### config.mk
export PLATFORM = sky130hd
export DESIGN_NAME = lane_result_filter_flat
export DESIGN_NICKNAME = d
export VERILOG_FILES = /design/src/rtl/lane_pkg.sv /design/src/rtl/lane_result_filter_if.sv /design/src/rtl/lane_window_avg.sv /design/src/rtl/lane_result_filter.sv /design/src/flat_wrapper.sv
export SDC_FILE = /design/constraint.sdc
export NUM_CORES = 1
export LEC_CHECK = 0
export BUFFER_PORTS_ARGS = -buffer_cell sky130_fd_sc_hd__buf_4
export CAP_MARGIN = 20
export CORE_MARGIN = 2
export CORE_UTILIZATION = 60
export DETAILED_ROUTE_END_ITERATION = 7
export HOLD_SLACK_MARGIN = 0.15
export PLACE_DENSITY_LB_ADDON = 0.1
export SETUP_SLACK_MARGIN = 0.1
export SYNTH_ARGS = -nofsm -noshare
export SYNTH_HDL_FRONTEND = slang
export SYNTH_SLANG_ARGS = --single-unit
### constraint.sdc
create_clock -name clk -period 8.2 [get_ports clk]
set_clock_uncertainty 0.05 [all_clocks]
set_input_delay 0 -clock clk [delete_from_list [all_inputs] [get_ports clk]]
set_output_delay 0 -clock clk [all_outputs]
set_load 0.02 [all_outputs]
### src/rtl/lane_pkg.sv
// Shared types, widths and the result saturation helper for the lane result filter.
package lane_pkg;

  localparam int unsigned RESULT_W = 48;
  localparam int unsigned STEER_W  = 16;

  typedef enum logic [1:0] {
    STRAIGHT = 2'b00,
    RIGHT    = 2'b01,
    LEFT     = 2'b10,
    RSVD     = 2'b11
  } dir_t;

  typedef enum logic [1:0] {
    S_IDLE,
    S_CALC,
    S_PRESENT
  } state_t;

  // Clamp an already-shifted result into the signed steering range.
  function automatic logic signed [STEER_W-1:0] sat_steer(input logic signed [RESULT_W-1:0] v);
    logic signed [RESULT_W-1:0] max_v;
    logic signed [RESULT_W-1:0] min_v;
    max_v = 48'sd32767;
    min_v = -48'sd32768;
    if (v > max_v)      return 16'sh7FFF;
    else if (v < min_v) return 16'sh8000;
    else                return v[STEER_W-1:0];
  endfunction

endpackage

### src/rtl/lane_result_filter_if.sv
// Result/command bus between the CNN producer, the filter and the steering consumer.
interface lane_result_filter_if;
  import lane_pkg::*;

  logic                i_result_valid;
  logic [RESULT_W-1:0] i_result_data;
  logic                i_clear;
  logic                o_cmd_valid;
  logic                i_cmd_ready;
  logic [STEER_W-1:0]  o_steer;
  logic [1:0]          o_dir;
  logic                o_overrun;
  logic                o_stale;

  // Filter side
  modport slave (
    input  i_result_valid, i_result_data, i_clear, i_cmd_ready,
    output o_cmd_valid, o_steer, o_dir, o_overrun, o_stale
  );

  // Producer/consumer side
  modport master (
    output i_result_valid, i_result_data, i_clear, i_cmd_ready,
    input  o_cmd_valid, o_steer, o_dir, o_overrun, o_stale
  );
endinterface

### src/rtl/lane_window_avg.sv
// Four-entry sliding window of steering samples with preload and floor average.
module lane_window_avg
  import lane_pkg::*;
(
  input  logic                      clk,
  input  logic                      rst,
  input  logic                      wr_en,
  input  logic                      clear,
  input  logic                      stale,
  input  logic signed [STEER_W-1:0] din,
  output logic signed [STEER_W-1:0] avg
);

  logic signed [STEER_W-1:0] win [4];
  logic                      filled;
  logic signed [STEER_W+1:0] sum;
  logic signed [STEER_W+1:0] sum_sh;

  // Window shift / preload and filled flag; a write marks the window filled.
  always_ff @(posedge clk or negedge rst) begin
    if (!rst) begin
      for (int unsigned i = 0; i < 4; i++) win[i] <= '0;
      filled <= 1'b0;
    end else if (wr_en) begin
      if (!filled || stale) begin
        for (int unsigned i = 0; i < 4; i++) win[i] <= din;
      end else begin
        win[0] <= win[1];
        win[1] <= win[2];
        win[2] <= win[3];
        win[3] <= din;
      end
      filled <= 1'b1;
    end else if (clear) begin
      filled <= 1'b0;
    end
  end

  // 18-bit signed sum and floor divide by four.
  always_comb begin
    sum = '0;
    for (int unsigned i = 0; i < 4; i++) sum = sum + {{2{win[i][STEER_W-1]}}, win[i]};
    sum_sh = sum >>> 2;
    avg    = sum_sh[STEER_W-1:0];
  end

endmodule

### src/rtl/lane_result_filter.sv
// Edge-captures CNN lane results, scales/saturates them, averages over four samples
// and presents a steering command with a valid/ready handshake.
module lane_result_filter
  import lane_pkg::*;
#(
  parameter int          SHIFT    = 16,
  parameter int signed   DEADBAND = 256,
  parameter int unsigned TIMEOUT  = 60000
) (
  input logic clk,
  input logic rst,
  lane_result_filter_if.slave bus
);

  localparam logic [15:0]        TIMEOUT_C = 16'(TIMEOUT);
  localparam logic signed [17:0] DB        = 18'(DEADBAND);

  state_t                    state, state_nx;
  logic                      prev_valid;
  logic                      cap_q;
  logic signed [STEER_W-1:0] sample_q;
  logic signed [RESULT_W-1:0] shifted;
  logic                      accept;
  logic                      drop;
  logic signed [STEER_W-1:0] avg;
  logic signed [17:0]        avg_ext;
  dir_t                      dir_c;
  logic signed [STEER_W-1:0] steer_q;
  dir_t                      dir_q;
  logic                      overrun_q;
  logic [15:0]               stale_cnt;
  logic                      stale;

  assign shifted = $signed(bus.i_result_data) >>> SHIFT;

  // Rising-edge detect; the capture is registered together with its scaled sample,
  // so the FSM sees it one cycle later and o_cmd_valid rises two edges after capture.
  always_ff @(posedge clk or negedge rst) begin
    if (!rst) begin
      prev_valid <= 1'b0;
      cap_q      <= 1'b0;
      sample_q   <= '0;
    end else begin
      prev_valid <= bus.i_result_valid;
      cap_q      <= bus.i_result_valid & ~prev_valid;
      if (bus.i_result_valid && !prev_valid) sample_q <= sat_steer(shifted);
    end
  end

  assign accept = cap_q && ((state == S_IDLE) || (state == S_PRESENT && bus.i_cmd_ready));
  assign drop   = cap_q && !accept;

  // FSM state register.
  always_ff @(posedge clk or negedge rst) begin
    if (!rst) state <= S_IDLE;
    else      state <= state_nx;
  end

  // Next-state logic.
  always_comb begin
    state_nx = state;
    case (state)
      S_IDLE:    if (cap_q) state_nx = S_CALC;
      S_CALC:    state_nx = S_PRESENT;
      S_PRESENT: if (bus.i_cmd_ready) state_nx = cap_q ? S_CALC : S_IDLE;
      default:   state_nx = S_IDLE;
    endcase
  end

  lane_window_avg u_win (
    .clk   (clk),
    .rst   (rst),
    .wr_en (accept),
    .clear (bus.i_clear),
    .stale (stale),
    .din   (sample_q),
    .avg   (avg)
  );

  // Direction decision against the deadband.
  always_comb begin
    avg_ext = {{2{avg[STEER_W-1]}}, avg};
    dir_c   = STRAIGHT;
    if (avg_ext > DB)       dir_c = RIGHT;
    else if (avg_ext < -DB) dir_c = LEFT;
  end

  // Latch the command on entry to PRESENT so it holds while o_cmd_valid is high.
  always_ff @(posedge clk or negedge rst) begin
    if (!rst) begin
      steer_q <= '0;
      dir_q   <= STRAIGHT;
    end else if (state == S_CALC) begin
      steer_q <= avg;
      dir_q   <= dir_c;
    end
  end

  // Sticky overrun; a new drop takes priority over a coincident clear.
  always_ff @(posedge clk or negedge rst) begin
    if (!rst)             overrun_q <= 1'b0;
    else if (drop)        overrun_q <= 1'b1;
    else if (bus.i_clear) overrun_q <= 1'b0;
  end

  // Watchdog: counts cycles since last capture, saturating at TIMEOUT.
  always_ff @(posedge clk or negedge rst) begin
    if (!rst)                        stale_cnt <= '0;
    else if (cap_q)                  stale_cnt <= '0;
    else if (stale_cnt != TIMEOUT_C) stale_cnt <= stale_cnt + 16'd1;
  end

  assign stale           = (stale_cnt == TIMEOUT_C);
  assign bus.o_cmd_valid = (state == S_PRESENT);
  assign bus.o_steer     = steer_q;
  assign bus.o_dir       = dir_q;
  assign bus.o_overrun   = overrun_q;
  assign bus.o_stale     = stale;

endmodule

### src/flat_wrapper.sv
// flat-port wrapper written by rule: the top's interface ports become plain ports
module lane_result_filter_flat import lane_pkg::*;
#(
  parameter int          SHIFT    = 16,
  parameter int signed   DEADBAND = 256,
  parameter int unsigned TIMEOUT  = 60000
)
  (clk, rst, bus_i_result_valid, bus_i_result_data, bus_i_clear, bus_i_cmd_ready, bus_o_cmd_valid, bus_o_steer, bus_o_dir, bus_o_overrun, bus_o_stale);
  lane_result_filter_if bus_i ();
  input logic clk;
  input logic rst;
  input wire logic [$bits(bus_i.i_result_valid)-1:0] bus_i_result_valid;
  input wire logic [$bits(bus_i.i_result_data)-1:0] bus_i_result_data;
  input wire logic [$bits(bus_i.i_clear)-1:0] bus_i_clear;
  input wire logic [$bits(bus_i.i_cmd_ready)-1:0] bus_i_cmd_ready;
  output wire logic [$bits(bus_i.o_cmd_valid)-1:0] bus_o_cmd_valid;
  output wire logic [$bits(bus_i.o_steer)-1:0] bus_o_steer;
  output wire logic [$bits(bus_i.o_dir)-1:0] bus_o_dir;
  output wire logic [$bits(bus_i.o_overrun)-1:0] bus_o_overrun;
  output wire logic [$bits(bus_i.o_stale)-1:0] bus_o_stale;
  assign bus_i.i_result_valid = bus_i_result_valid;
  assign bus_i.i_result_data = bus_i_result_data;
  assign bus_i.i_clear = bus_i_clear;
  assign bus_i.i_cmd_ready = bus_i_cmd_ready;
  assign bus_o_cmd_valid = bus_i.o_cmd_valid;
  assign bus_o_steer = bus_i.o_steer;
  assign bus_o_dir = bus_i.o_dir;
  assign bus_o_overrun = bus_i.o_overrun;
  assign bus_o_stale = bus_i.o_stale;
  lane_result_filter #(.SHIFT(SHIFT), .DEADBAND(DEADBAND), .TIMEOUT(TIMEOUT)) u_core (.clk(clk), .rst(rst), .bus(bus_i));
endmodule
; After elaboration in Yosys (flattened, before gate mapping)
; Index checks and enable logic that the tools add are counted.
[op_classes]
muxes = 14
n_reduce_logical = 14
n_lt_le_gt_ge = 4
eq_ne = 6
bitwise = 2
addsub = 4
[ops]
columns = op, n
row1 = $mux W16, 4
row2 = $mux W64, 1
row3 = $gt A32 B16 Y1 const B, 1
row4 = $lt A32 B16 Y1 const B, 1
row5 = $add A17 B16 Y18, 1
row6 = $add A18 B18 Y18, 1
row7 = $add A16 B16 Y17, 1
row8 = $add A16 B1 Y16 const B, 1
row9 = $eq A16 B16 Y1 const B, 1
row10 = $gt A16 B10 Y1 const B, 1
row11 = $lt A16 B9 Y1 const B, 1
row12 = $ne A16 B16 Y1 const B, 1
row13 = $mux W2, 4
row14 = $pmux W2 S3, 1
row15 = $reduce_bool A2 Y1, 3
row16 = $logic_and A1 B1 Y1, 4
row17 = $mux W1, 4
row18 = $logic_not A1 Y1, 3
row19 = $eq A2 B1 Y1 const B, 1
row20 = $eq A2 B2 Y1 const B, 1
row21 = $logic_not A2 Y1, 1
row22 = $logic_or A1 B1 Y1, 2
row23 = $ne A2 B1 Y1 const B, 1
row24 = $ne A2 B2 Y1 const B, 1
row25 = other kinds (3), 3
[totals]
input_bits = 53
regBits = 120
out_inout_bits = 21

; Logic depth before layout (Yosys ltp)
; Gate-level depths: netlist of run 1.
[logic_depth]
depth_word = 7
mapped_depth = 14

; Cells and area by module
; From an unflattened synthesis of run 1, not the netlist that was laid out.
[hier_totals]
cells_unflattened = 707
hier_area_um2 = 6805.3
[modules_own_cells]
columns = mod, area_each_um2, n_inst, cells_each, seq_area_each_um2
row1 = lane_window_avg, 4386.7, 1, 507, 1626.6
row2 = lane_result_filter, 2418.6, 1, 200, 1376.3

; Worst setup path after synthesis of run 1
; OpenSTA, ideal clock, no wires.
[synth_path]
path_kind = reg2reg
startpoint = register u_core.u_win.win[19] (netlist name)
endpoint = register u_core.dir_q[1], in the netlist u_core.bus.o_dir[1]
path_stages_with_launch = 14
synth_period_minus_slack_ns = 4.096
setup_ns = 0.121
required_ns = 8.029
t_arrival_ns = 3.925
setup_slack_ns = 4.104
path_cell_list = dfrtp_1 > inv_1 > fa_1 > fa_1 > inv_1 > ha_1 > nor2b_1 > o311a_1 > o41ai_1 > o21bai_1 > xnor2_1 > or4_1 > or4_1 > a22o_1
[synth_via]
elab_chain_len = 5
elab_cells_between_ends = 6
[synth_lines]
columns = item, line
row1 = from (decl), lane_window_avg.sv:14  ; logic signed [STEER_W-1:0] win [4];
row2 = $add A17 B16 Y18 *, lane_window_avg.sv:42  ; for (int unsigned i = 0; i < 4; i++) sum = sum + {{2{win[i][STEER_W-1]}}, win[i]};
row3 = $add A18 B18 Y18 *, lane_window_avg.sv:42
row4 = $lt A16 B9 Y1, lane_result_filter.sv:85  ; else if (avg_ext < -DB) dir_c = LEFT;
row5 = $mux W2, lane_result_filter.sv:85
row6 = $mux W2 *, lane_result_filter.sv:84  ; if (avg_ext > DB) dir_c = RIGHT;
row7 = to (signal assigned), lane_result_filter.sv:95  ; dir_q <= dir_c;
row8 = to (decl), lane_result_filter.sv:29  ; dir_t dir_q;
; Mark *: on every way between the ends. The rest lies on a longest branch, timed or not.
; A chain may end at the register's enable or synchronous reset.

; Worst setup path after layout of run 1
[layout_path]
startpoint = register u_core.u_win.win[3] (netlist name)
endpoint = register u_core.dir_q[1], in the netlist u_core.bus.o_dir[1]
[layout_via]
elab_chain_len = 4
elab_cells_between_ends = 5
[layout_lines]
columns = item, line
row1 = $add A18 B18 Y18 *, lane_window_avg.sv:42
row2 = $lt A16 B9 Y1, lane_result_filter.sv:85
row3 = $mux W2, lane_result_filter.sv:85
row4 = $mux W2 *, lane_result_filter.sv:84
; Marks and branches as above.

==> metrics.md, run 1 <==
| Metric | Value |
|---|---|
| Status | finished, final reports clean |
| Yosys top cell by area | dfrtp_1 |
| Post-Syn Nets | 813 |
| Count leader, synth | dfrtp_1 |
| Wirelength, routed | 14210 um |
| Clk Latency, worst-skew pair | 0.53 ns |
| Top post-synthesis cells by count | 120 x dfrtp_1, 102 x inv_1, 70 x nand2_1 |
| CTS Buf Count | 17 |
| Final number of setup-violating endpoints | 0 |
| Layout fillers | 739 |
| Setup Crit Path Kind | reg2reg |
| Slew headroom | 32.61% |
| Post-synth EDFFs | 0 |
| Hold slack | 0.1740 ns |
| Initial Util | 61.66% |
| Distinct cells, synth | 50 |
| Rows | 38 |
| Routability cong. | 0.8602 |
| Final hold violations | 0 |
| Post-route ant nets | 0 |
| Vias in the first global route | 5222 |
| Die Height | 109.8 um |
| Worst path required time | 8.57 ns |
| Gr usage total | 25.67% |
| Worst slew pin tran | 1.010 ns |
| Die area | 0.01205 mm^2 |
| Final period util | 54.32% |
| Drt drc | 0 |
| Clk sinks | 120 |
| Register area share after synthesis | 44.73% |
| Layout cell share with drive strength beyond 1 | 12.59% |
| RSZ-0062 raised after global routing | no |
| Synth top area share | 44.73% |
| P per Cell Area | 456.2 mW/mm^2 |
| Cells after Synth | 710 |
| Primary FF master, synth | dfrtp_1 |
| H-tree Lvls | 4 |
| Crit path DAT | 4.82 ns |
| Mean area per synthesized cell | 9.456 um^2 |
| Wire per inst | 14.71 um |
| Final core utilization | 77.12% |
| Overall die width | 109.8 um |
| Pwr Total | 0.003830 W |
| Vias per cell | 5.490 |
| Fin Setup TNS | 0 ns |
| Final WS setup | 3.745 ns |
| Max Freq | 0.2245 GHz |
| Vias after detailed routing | 5303 |
| VDD IR-drop max | 332.4 uV |
| Root Driver | clkbuf_8 |
| Register bit total from synthesis | 120 |
| Longest Clk Path Bufs | 2 |
| Hold Crit Class | in2reg |
| Post-CTS setup buffer count | 0 |
| ANT cells | 0 |
| Pre-Repair DR Iteration Count | 5 |
| 1st-iter DRT viols | 391 |
| Worst Path Max Fanout | 5 |
| Synth-to-layout area growth | 25.07% |
| Hold Buf Count CTS | 54 |
| Largest net degree at the start of global routing | 100 |
| Placement Setup Slack | 3.783 ns |
| GRT overflow | 0 |
| Nets | 917 |
| Worst-path clk slew | 0.06 ns |
| First-pass GRT wire length | 23850 um |
| Initial antenna violation count | 0 |
| Time the worst path needs with I/O delays and setup | 4.455 ns |
| Synth top area cells | dfrtp_1 45%, fa_1 9.8%, inv_1 5.7% |
| Lkg Pwr | 4.008 nW |
| Startpoint Class | flip-flop |
| Max Cap Viol | 0 |
| Fin. max-slew vios | 0 |
| Cts repair resizes | 0 |
| Post-Synthesis Cell Area | 0.006714 mm^2 |
| Core ar. | 0.01089 mm^2 |
| TritonCTS clock tree | yes |
| Async set or reset register ratio after synthesis | 100.0% |
| Buffers on Ports | 57 |
| IO Count | 74 |
| Warnings, synthesis | 0 |
| Worst setup EP type | flip-flop |
| Final HPWL DP | 9343 um |
final timing paths:
check	end	start	slack, ns	depth (start not counted)
hold / removal	u_core.u_win.filled	bus_i_clear	0.17	3
min in group asynchronous	u_core.bus.o_steer[14]	rst	0.52	4
setup reg to reg	u_core.bus.o_dir[1]	u_core.u_win.win[3]	3.75	13
hold reg to reg	u_core.bus.o_steer[15]	u_core.bus.o_steer[15]	0.42	1
setup / recovery	u_core.bus.o_dir[1]	u_core.u_win.win[3]	3.75	13
max in group asynchronous	u_core.u_win.win[54]	rst	6.84	4
per-layer routing:
layer	global-route usage, %	share of wire [%]	vias up
met5	0	0	-
met4	9.313	1.5	0
met3	5.987	3.4	19
met2	40.67	48	108
met1	34.69	47	2585
li1	-	-	2591
state kept, by name (all words and copies together) (netlist names):
register	cells
u_core.bus.o_steer	16
u_core.state	2
u_core.u_win.filled	1
u_core.bus.o_overrun	1
u_core.cap_q	1
u_core.prev_valid	1
u_core.bus.o_dir	2
u_core.stale_cnt	16
u_core.sample_q	16
u_core.u_win.win	64
placed cells by master (no fill, tap or decap), types with 3 or more instances in the layout:
| master | count |
|---|---|
| dfrtp_1 | 120 |
| clkinv_2 | 4 |
| or3_1 | 3 |
| bufinv_16 | 4 |
| o21a_1 | 3 |
| inv_1 | 102 |
| nor4_1 | 6 |
| dlygate4sd3_1 | 53 |
| buf_4 | 62 |
| a21oi_1 | 63 |
| xnor2_1 | 14 |
| nor2b_1 | 22 |
| o21ai_0 | 56 |
| nor3_1 | 4 |
| nand4_1 | 10 |
| nor2_1 | 39 |
| nand2_1 | 69 |
| clkbuf_1 | 4 |
| nand2b_1 | 4 |
| xor2_1 | 11 |
| fa_1 | 33 |
| a211oi_1 | 45 |
| nand3_1 | 11 |
| clkbuf_16 | 16 |
| or2_2 | 3 |
| a21o_1 | 4 |
| ha_1 | 17 |
| o21bai_1 | 4 |
worst max-delay path: stages, from the launching register on:
cell      delay (ns)
dfrtp_1         0.36
inv_1           0.08
fa_1            0.51
fa_1            0.52
inv_1           0.04
ha_1            0.35
nor2b_1         0.18
o311a_1         0.31
o41ai_1         0.46
o21bai_1        0.16
xnor2_1         0.19
or4_1           0.53
or4_1           0.40
a22o_1          0.20
area by class of cell:
cell class	instances	area [um^2]	share of cell area (%)
Clock inverter	9	148.9	1.773
Multi-Input combinational cell	457	3221	38.35
Sequential cell	120	3003	35.76
Clock buffer	22	442.9	5.275
Timing Repair Buffer	116	1023	12.19
Inverter	102	382.9	4.560
Tap cell	140	175.2	2.086
cells by family (layout without fill, tap and decap cells):
logic type / Yosys count / count (layout) / synth area share [%]
buffers and inverters: 133 / 249 / 7.454
adders and majority gates: 50 / 50 / 13.01
and+or+nand+nor: 184 / 184 / 12.97
muxes: 3 / 3 / 0.4845
DFF: 120 / 120 / 44.73
xor gates and xnor gates: 25 / 25 / 3.261
AOI/OAI and AO/OA: 195 / 195 / 18.10
power by group:
| group | switching, W | internal (W) |
|---|---|---|
| sequential | 0.0000846 | 0.000737 |
| combinational | 0.00131 | 0.000948 |
| clock | 0.000252 | 0.000498 |
through the flow:
step                cell area (um^2)  cells
floorplan                       6714    710
global placement                7247    881
detailed placement              7247    881
CTS                             8397    966
global route                    8397    966
finish                          8397    966
Power figures use the tool's default switching activity.
==> run 2, diff against run 1 <==
CORE_UTILIZATION = 53   (was 60)
clock period = 3.95 ns   (was 8.2 ns; I/O delays follow)
==> run 2 against run 1 <==
Net effect:
- the flow now finishes with violations (negative setup slack)
- cell area is 5.2% higher
- sequential power is 110% higher
- core utilization is 6.6 points lower
- fmax is 9.8% higher
- critical endpoint unchanged
- non-clock buffer count is 36 higher
- largest power group unchanged
- power grew to 2.5 times the previous value
- critical path type unchanged
- die area is 13% higher
- sequential share of layout area is 1.8 points lower
- first-iteration DRC count is 28% lower
- via count is 0.87% higher
- critical path depth is 1 higher
- highest routed layer unchanged
==> metrics.md, run 2 (synthesized netlist as in run 1, its figures left out) <==
| Metric | Value |
|---|---|
| Dpl cell area | 0.007675 mm^2 (+5.9%) |
| VDD IR-drop max | 509.2 uV (+53%) |
| Critical hold path startpoint | bus_i_result_data[47] |
| Final core utilization | 70.55% (-6.6 points) |
| Die Height | 116.6 um (+6.2%) |
| Slew headroom | 32.31% (-0.30 points) |
| Max Cap Viol | 0 (unchanged) |
| TritonCTS clock tree | yes |
| CTS Buf Count | 17 (unchanged) |
| Worst setup EP type | flip-flop |
| Vias in the first global route | 5249 (+0.52%) |
| Root Driver | clkbuf_16 |
| RSZ-0062 raised after global routing | yes |
| Wirelength, routed | 14460 um (+1.7%) |
| Pre-Repair DR Iteration Count | 4 (-1) |
| Nets | 953 (+3.9%) |
| Final WS setup | -0.1079 ns (-3.853 ns) |
| Worst-path clk slew | 0.06 ns (about the same) |
| Rows | 41 (+7.9%) |
| Overall die width | 116.6 um (+6.2%) |
| Die area | 0.01358 mm^2 (+13%) |
| Worst slew pin tran | 1.014 ns (+0.004565 ns) |
| Placement Setup Slack | -0.1812 ns (-3.965 ns) |
| Buffers on Ports | 57 (unchanged) |
| Routability cong. | 0.8391 (-2.5%) |
| Final hold violations | 0 (unchanged) |
| Post-route ant nets | 0 (unchanged) |
| Vias after detailed routing | 5349 (+0.87%) |
| Initial Util | 53.64% (-8.0 points) |
| Final instance area | 0.008831 mm^2 (+5.2%) |
| Setup Crit Path Kind | reg2reg |
| Initial antenna violation count | 0 (unchanged) |
| 1st-iter DRT viols | 281 (-28%) |
| Status | finished, violations left |
| Wire per inst | 13.97 um (-5.1%) |
| Max FFs per register | 64 (unchanged) |
| Worst path required time | 4.20 ns (-4.37 ns) |
| Largest net degree at the start of global routing | 99 (-1.0%) |
| Hold Crit Depth | 4 (+1) |
| Final period util | 102.7% (+48 points) |
| Clk Latency, worst-skew pair | 0.42 ns (-0.11 ns) |
| Crit path DAT | 4.30 ns (-0.52 ns) |
| Fin. max-slew vios | 0 (unchanged) |
| Worst Hold End | u_core.sample_q[10] |
| Sequential cell area | 0.003003 mm^2 (unchanged) |
| Placed insts | 962 (+9.2%) |
| Worst Path Max Fanout | 2 (-3) |
| IO Count | 74 (unchanged) |
| Time the worst path needs with I/O delays and setup | 4.058 ns (-0.3968 ns) |
| Max Freq | 0.2464 GHz (+9.8%) |
| Worst reg2reg path depth | 14 (+1) |
| ANT cells | 0 (unchanged) |
| Vias per cell | 5.168 (-5.9%) |
| Final HPWL DP | 10100 um (+8.1%) |
| Synth-to-layout area growth | 31.53% |
| Multi-input gate area | 0.003306 mm^2 (+2.6%) |
| Hold Crit Class | in2reg |
| Top reg by flops | u_core.u_win.win |
| Core ar. | 0.01252 mm^2 (+15%) |
| Worst r2r src | u_core.u_win.win[1] |
| Layout cell share with drive strength beyond 1 | 20.63% (+8.0 points) |
| Failing checks | negative setup slack |
| Drt drc | 0 (unchanged) |
| Reg2Reg Setup Slack | -0.11 ns (-3.85 ns) |
| First-pass GRT wire length | 24450 um (+2.5%) |
| Gr usage total | 22.90% (-2.8 points) |
| R2R Path End | u_core.bus.o_dir[1] |
| GRT overflow | 0 (unchanged) |
| Final number of setup-violating endpoints | 1 (+1) |
| Lkg Pwr | 4.208 nW (+5.0%) |
| Layout fillers | 969 (+31%) |
| Longest Clk Path Bufs | 2 (unchanged) |
| Final Non-Filler Cells | 1035 (+7.1%) |
| Most frequent cells in the layout | 120 x dfrtp_1, 114 x buf_4, 97 x inv_1, 69 x nand2_1, 61 x a21oi_1 |
| Clk sinks | 120 (unchanged) |
| Startpoint Class | flip-flop |
| Commonest non-fill, non-tap cell in the layout | dfrtp_1 |
| P per Cell Area | 1098 mW/mm^2 (+140%) |
| Hold slack | 0.2039 ns (+0.02992 ns) |
| H-tree Lvls | 4 (unchanged) |
[run 2: layer usage]
metal	GRT usage (%)	share of wire (%)
met4	6.824	0.63
met1	32.40	48
met3	4.878	3.2
met2	35.89	48
met5	0	0
[run 2: worst max-delay path by stage]
stage,startpoint,to,cells after the start
floorplan,u_core.u_win.win[19],u_core.bus.o_dir[1],13
global placement,u_core.u_win.win[19],u_core.bus.o_dir[1],13
detailed placement,u_core.u_win.win[19],u_core.bus.o_dir[1],13
CTS,u_core.u_win.win[40],u_core.bus.o_dir[1],13
global route,u_core.u_win.win[1],u_core.bus.o_dir[1],14
finish,u_core.u_win.win[1],u_core.bus.o_dir[1],14
[run 2: critical path, stage by stage (launching register included)]
cell,delay [ns]
dfrtp_1,0.36
inv_2,0.06
fa_1,0.53
inv_1,0.05
fa_1,0.44
nand3b_1,0.17
fa_2,0.25
nor2b_2,0.05
o311a_1,0.31
o41ai_2,0.27
o21bai_1,0.12
xnor2_1,0.15
or4_1,0.50
or4_1,0.41
a22o_1,0.22
[run 2: final cells by class]
cell class                      count  share of cell area [%]
Timing Repair Buffer              152                   14.11
Inverter                          102                   4.336
Tap cell                          172                   2.437
Multi-Input combinational cell    457                   37.43
Clock buffer                       20                   5.171
Clock inverter                     12                   2.508
Sequential cell                   120                   34.00
[run 2: metrics by stage]
stage / TNS, ns / power, W
detailed placement: -0.1812 / 0.007527
finish: -0.1079 / 0.009697
CTS: -0.1582 / 0.009406
global placement: -0.09482 / 0.007371
global route: -0.2810 / 0.01052
floorplan: -0.03308 / 0.005259
[run 2: repair_timing]
action,4_1_cts,5_1_grt
resized for setup,1,17
hold endpoints to repair,140,0
setup buffers,0,3
pin swaps,1,6
hold buffers,38,0
endpoints found under the setup margin,1,4
[run 2: report_power, final]
group,internal (W),switching [W]
clock,0.00121,0.000558
sequential,0.00153,0.000172
combinational,0.00310,0.00312
total,0.00585,0.00385
==> run 3, diff against run 2 <==
CELL_PAD_IN_SITES_DETAIL_PLACEMENT = 1   (was unset)
CELL_PAD_IN_SITES_GLOBAL_PLACEMENT = 1   (was unset)
CORE_UTILIZATION = 41   (was 53)
==> run 3 against run 2 <==
Net effect:
- the run still ends with negative setup slack left
- final cell count rose by 5.9%
- fmax fell by 1.8%
- sequential power barely moved
- via count increased by 6.3%
- setup slack got worse by 0.073 ns
- die area rose by 28%
- non-clock buffer count rose by 17
- wire length up 28%
- cell area is 2.4% higher
- global-route usage fell by 0.32 points
- hold slack improved by 0.0013 ns
- core utilization fell by 14 points
- highest routed layer unchanged
==> metrics.md, run 3 (synthesized netlist as in run 1, its figures left out) <==
| Metric | Value |
|---|---|
| Synth-to-layout area growth | 34.68% |
| Die area | 0.01741 mm^2 (+28%) |
| Final HPWL DP | 12540 um (+24%) |
| Hold Crit Class | in2reg |
| Worst setup EP type | flip-flop |
| Largest net degree at the start of global routing | 99 (unchanged) |
| VDD IR-drop max | 583.3 uV (+15%) |
| TritonCTS clock tree | yes |
| Core ar. | 0.01594 mm^2 (+27%) |
| Wire per inst | 16.93 um (+21%) |
| Failing checks | negative setup slack |
| Final hold violations | 0 (unchanged) |
| Max FFs per register | 64 (unchanged) |
| Max Cap Viol | 0 (unchanged) |
| Gr usage total | 22.58% (-0.32 points) |
| Drt drc | 0 (unchanged) |
| Worst Path Max Fanout | 4 (+2) |
| P per Cell Area | 1151 mW/mm^2 (+4.8%) |
| GRT overflow | 0 (unchanged) |
| Longest Clk Path Bufs | 2 (unchanged) |
| RSZ-0062 raised after global routing | yes |
| Overall die width | 132.0 um (+13%) |
| Vias after detailed routing | 5687 (+6.3%) |
| Crit path DAT | 4.40 ns (+0.10 ns) |
| Routability cong. | 0.7989 (-4.8%) |
| Die Height | 132.0 um (+13%) |
| Fin. max-slew vios | 0 (unchanged) |
| Worst path required time | 4.21 ns (about the same) |
| Time the worst path needs with I/O delays and setup | 4.131 ns (+0.07318 ns) |
| Final WS setup | -0.1811 ns (-0.07318 ns) |
| Initial Util | 42.11% (-12 points) |
| Clk sinks | 120 (unchanged) |
| H-tree Lvls | 4 (unchanged) |
| IO Count | 74 (unchanged) |
| Top reg by flops | u_core.u_win.win |
| Final period util | 104.6% (+1.9 points) |
| Final number of setup-violating endpoints | 1 (unchanged) |
| Worst-path clk slew | 0.06 ns (about the same) |
| Buffers on Ports | 57 (unchanged) |
| ANT cells | 0 (unchanged) |
| Startpoint Class | flip-flop |
| Initial antenna violation count | 0 (unchanged) |
| CTS Buf Count | 17 (unchanged) |
| Vias in the first global route | 6405 (+22%) |
| Commonest non-fill, non-tap cell in the layout | buf_4 |
| Root Driver | clkbuf_16 |
| Wirelength, routed | 18550 um (+28%) |
| Nets | 970 (+1.8%) |
| Most frequent cells in the layout | 127 x buf_4, 120 x dfrtp_1, 97 x inv_1, 69 x nand2_1, 61 x a21oi_1 |
| First-pass GRT wire length | 31580 um (+29%) |
| Lkg Pwr | 4.295 nW (+2.1%) |
| Vias per cell | 5.189 (+0.40%) |
| Worst slew pin tran | 0.9827 ns (-0.03158 ns) |
| Post-route ant nets | 0 (unchanged) |
| Setup Crit Path Kind | reg2reg |
| Max Freq | 0.2421 GHz (-1.8%) |
| Clk Latency, worst-skew pair | 0.43 ns (about the same) |
| Placement Setup Slack | -0.2645 ns (-0.08329 ns) |
| Layout cell share with drive strength beyond 1 | 22.39% (+1.8 points) |
| Rows | 46 (+12%) |
| 1st-iter DRT viols | 214 (-24%) |
| Fin Setup TNS | -0.1811 ns (-0.07318 ns) |
| Pre-Repair DR Iteration Count | 4 (unchanged) |
| Slew headroom | 34.49% (+2.2 points) |
| Status | finished, violations left |
==> run 3: power by group <==
| group | total [W] | internal (W) | leakage [nW] | switching (W) |
|---|---|---|---|---|
| clock network | 0.00172 | 0.00113 | 0.309 | 0.000589 |
| registers | 0.00171 | 0.00153 | 1.47 | 0.000183 |
| logic | 0.00698 | 0.00337 | 2.51 | 0.00360 |
==> run 3: worst max-delay path: stages, from the launching register on <==
cell,delay (ns)
dfrtp_1,0.37
inv_2,0.06
fa_1,0.53
fa_1,0.57
inv_2,0.07
ha_4,0.29
buf_4,0.12
nand3_1,0.08
o22ai_1,0.19
o21ai_0,0.12
buf_4,0.15
o221ai_1,0.19
xnor2_1,0.13
or4_1,0.49
or4_1,0.40
a22o_1,0.20
==> run 3: through the flow <==
| stage | total power [W] | hold WS, ns | std cells | area, um^2 | util [%] |
|---|---|---|---|---|---|
| final | 0.01041 | 0.2052 | 1096 | 9042 | 56.72 |
| after global routing | 0.01122 | 0.2031 | 1096 | 9042 | 56.72 |
| after CTS | 0.01008 | 0.1736 | 1090 | 8932 | 56.03 |
| after detailed placement | 0.007906 | -0.04775 | 1017 | 7812 | 49.00 |
| after global placement | 0.007618 | -0.06159 | 1017 | 7812 | 49.00 |
| after floorplan | 0.005259 | -0.3456 | 710 | 6734 | - |
==> run 3: cell type report <==
class / instances / area (um^2)
Multi-Input combinational cell: 457 / 3338
Clock buffer: 19 / 442.9
Timing Repair Buffer: 169 / 1404
Clock inverter: 13 / 201.4
Inverter: 102 / 382.9
Fill cell: 1806 / 6900
Sequential cell: 120 / 3003
Tap cell: 216 / 270.3
==> run 3: final timing paths <==
path                                          to             startpoint  depth (start not counted)  slack, ns
max reg2reg                  u_core.bus.o_dir[1]    u_core.u_win.win[3]                         15      -0.18
min reg2reg                u_core.bus.o_steer[6]  u_core.bus.o_steer[6]                          2       0.43
max in group asynchronous   u_core.u_win.win[27]                    rst                          4       2.64
min in group asynchronous  u_core.bus.o_steer[4]                    rst                          4       0.63
min                            u_core.prev_valid     bus_i_result_valid                          2       0.21
max                          u_core.bus.o_dir[1]    u_core.u_win.win[3]                         15      -0.18
==> run 3: repair_timing <==
item                                    4_1_cts  5_1_grt
endpoints found under the hold margin       140        0
buffers inserted                              2        5
pin swaps                                     5       10
cloned                                        0        0
hold buffers                                 39        0
resized for setup                            13       13
endpoints found under the setup margin        4        6
==> run 3: metal layers <==
layer,vias to the layer above,GRT usage (%),part of all wire [%],wire length [um]
met4,0,6.763,1.6,297
met1,2865,28.32,44,8140
li1,2700,-,-,-
met2,91,39.55,51,9500
met3,31,4.383,3.3,612
met5,-,0,0,0
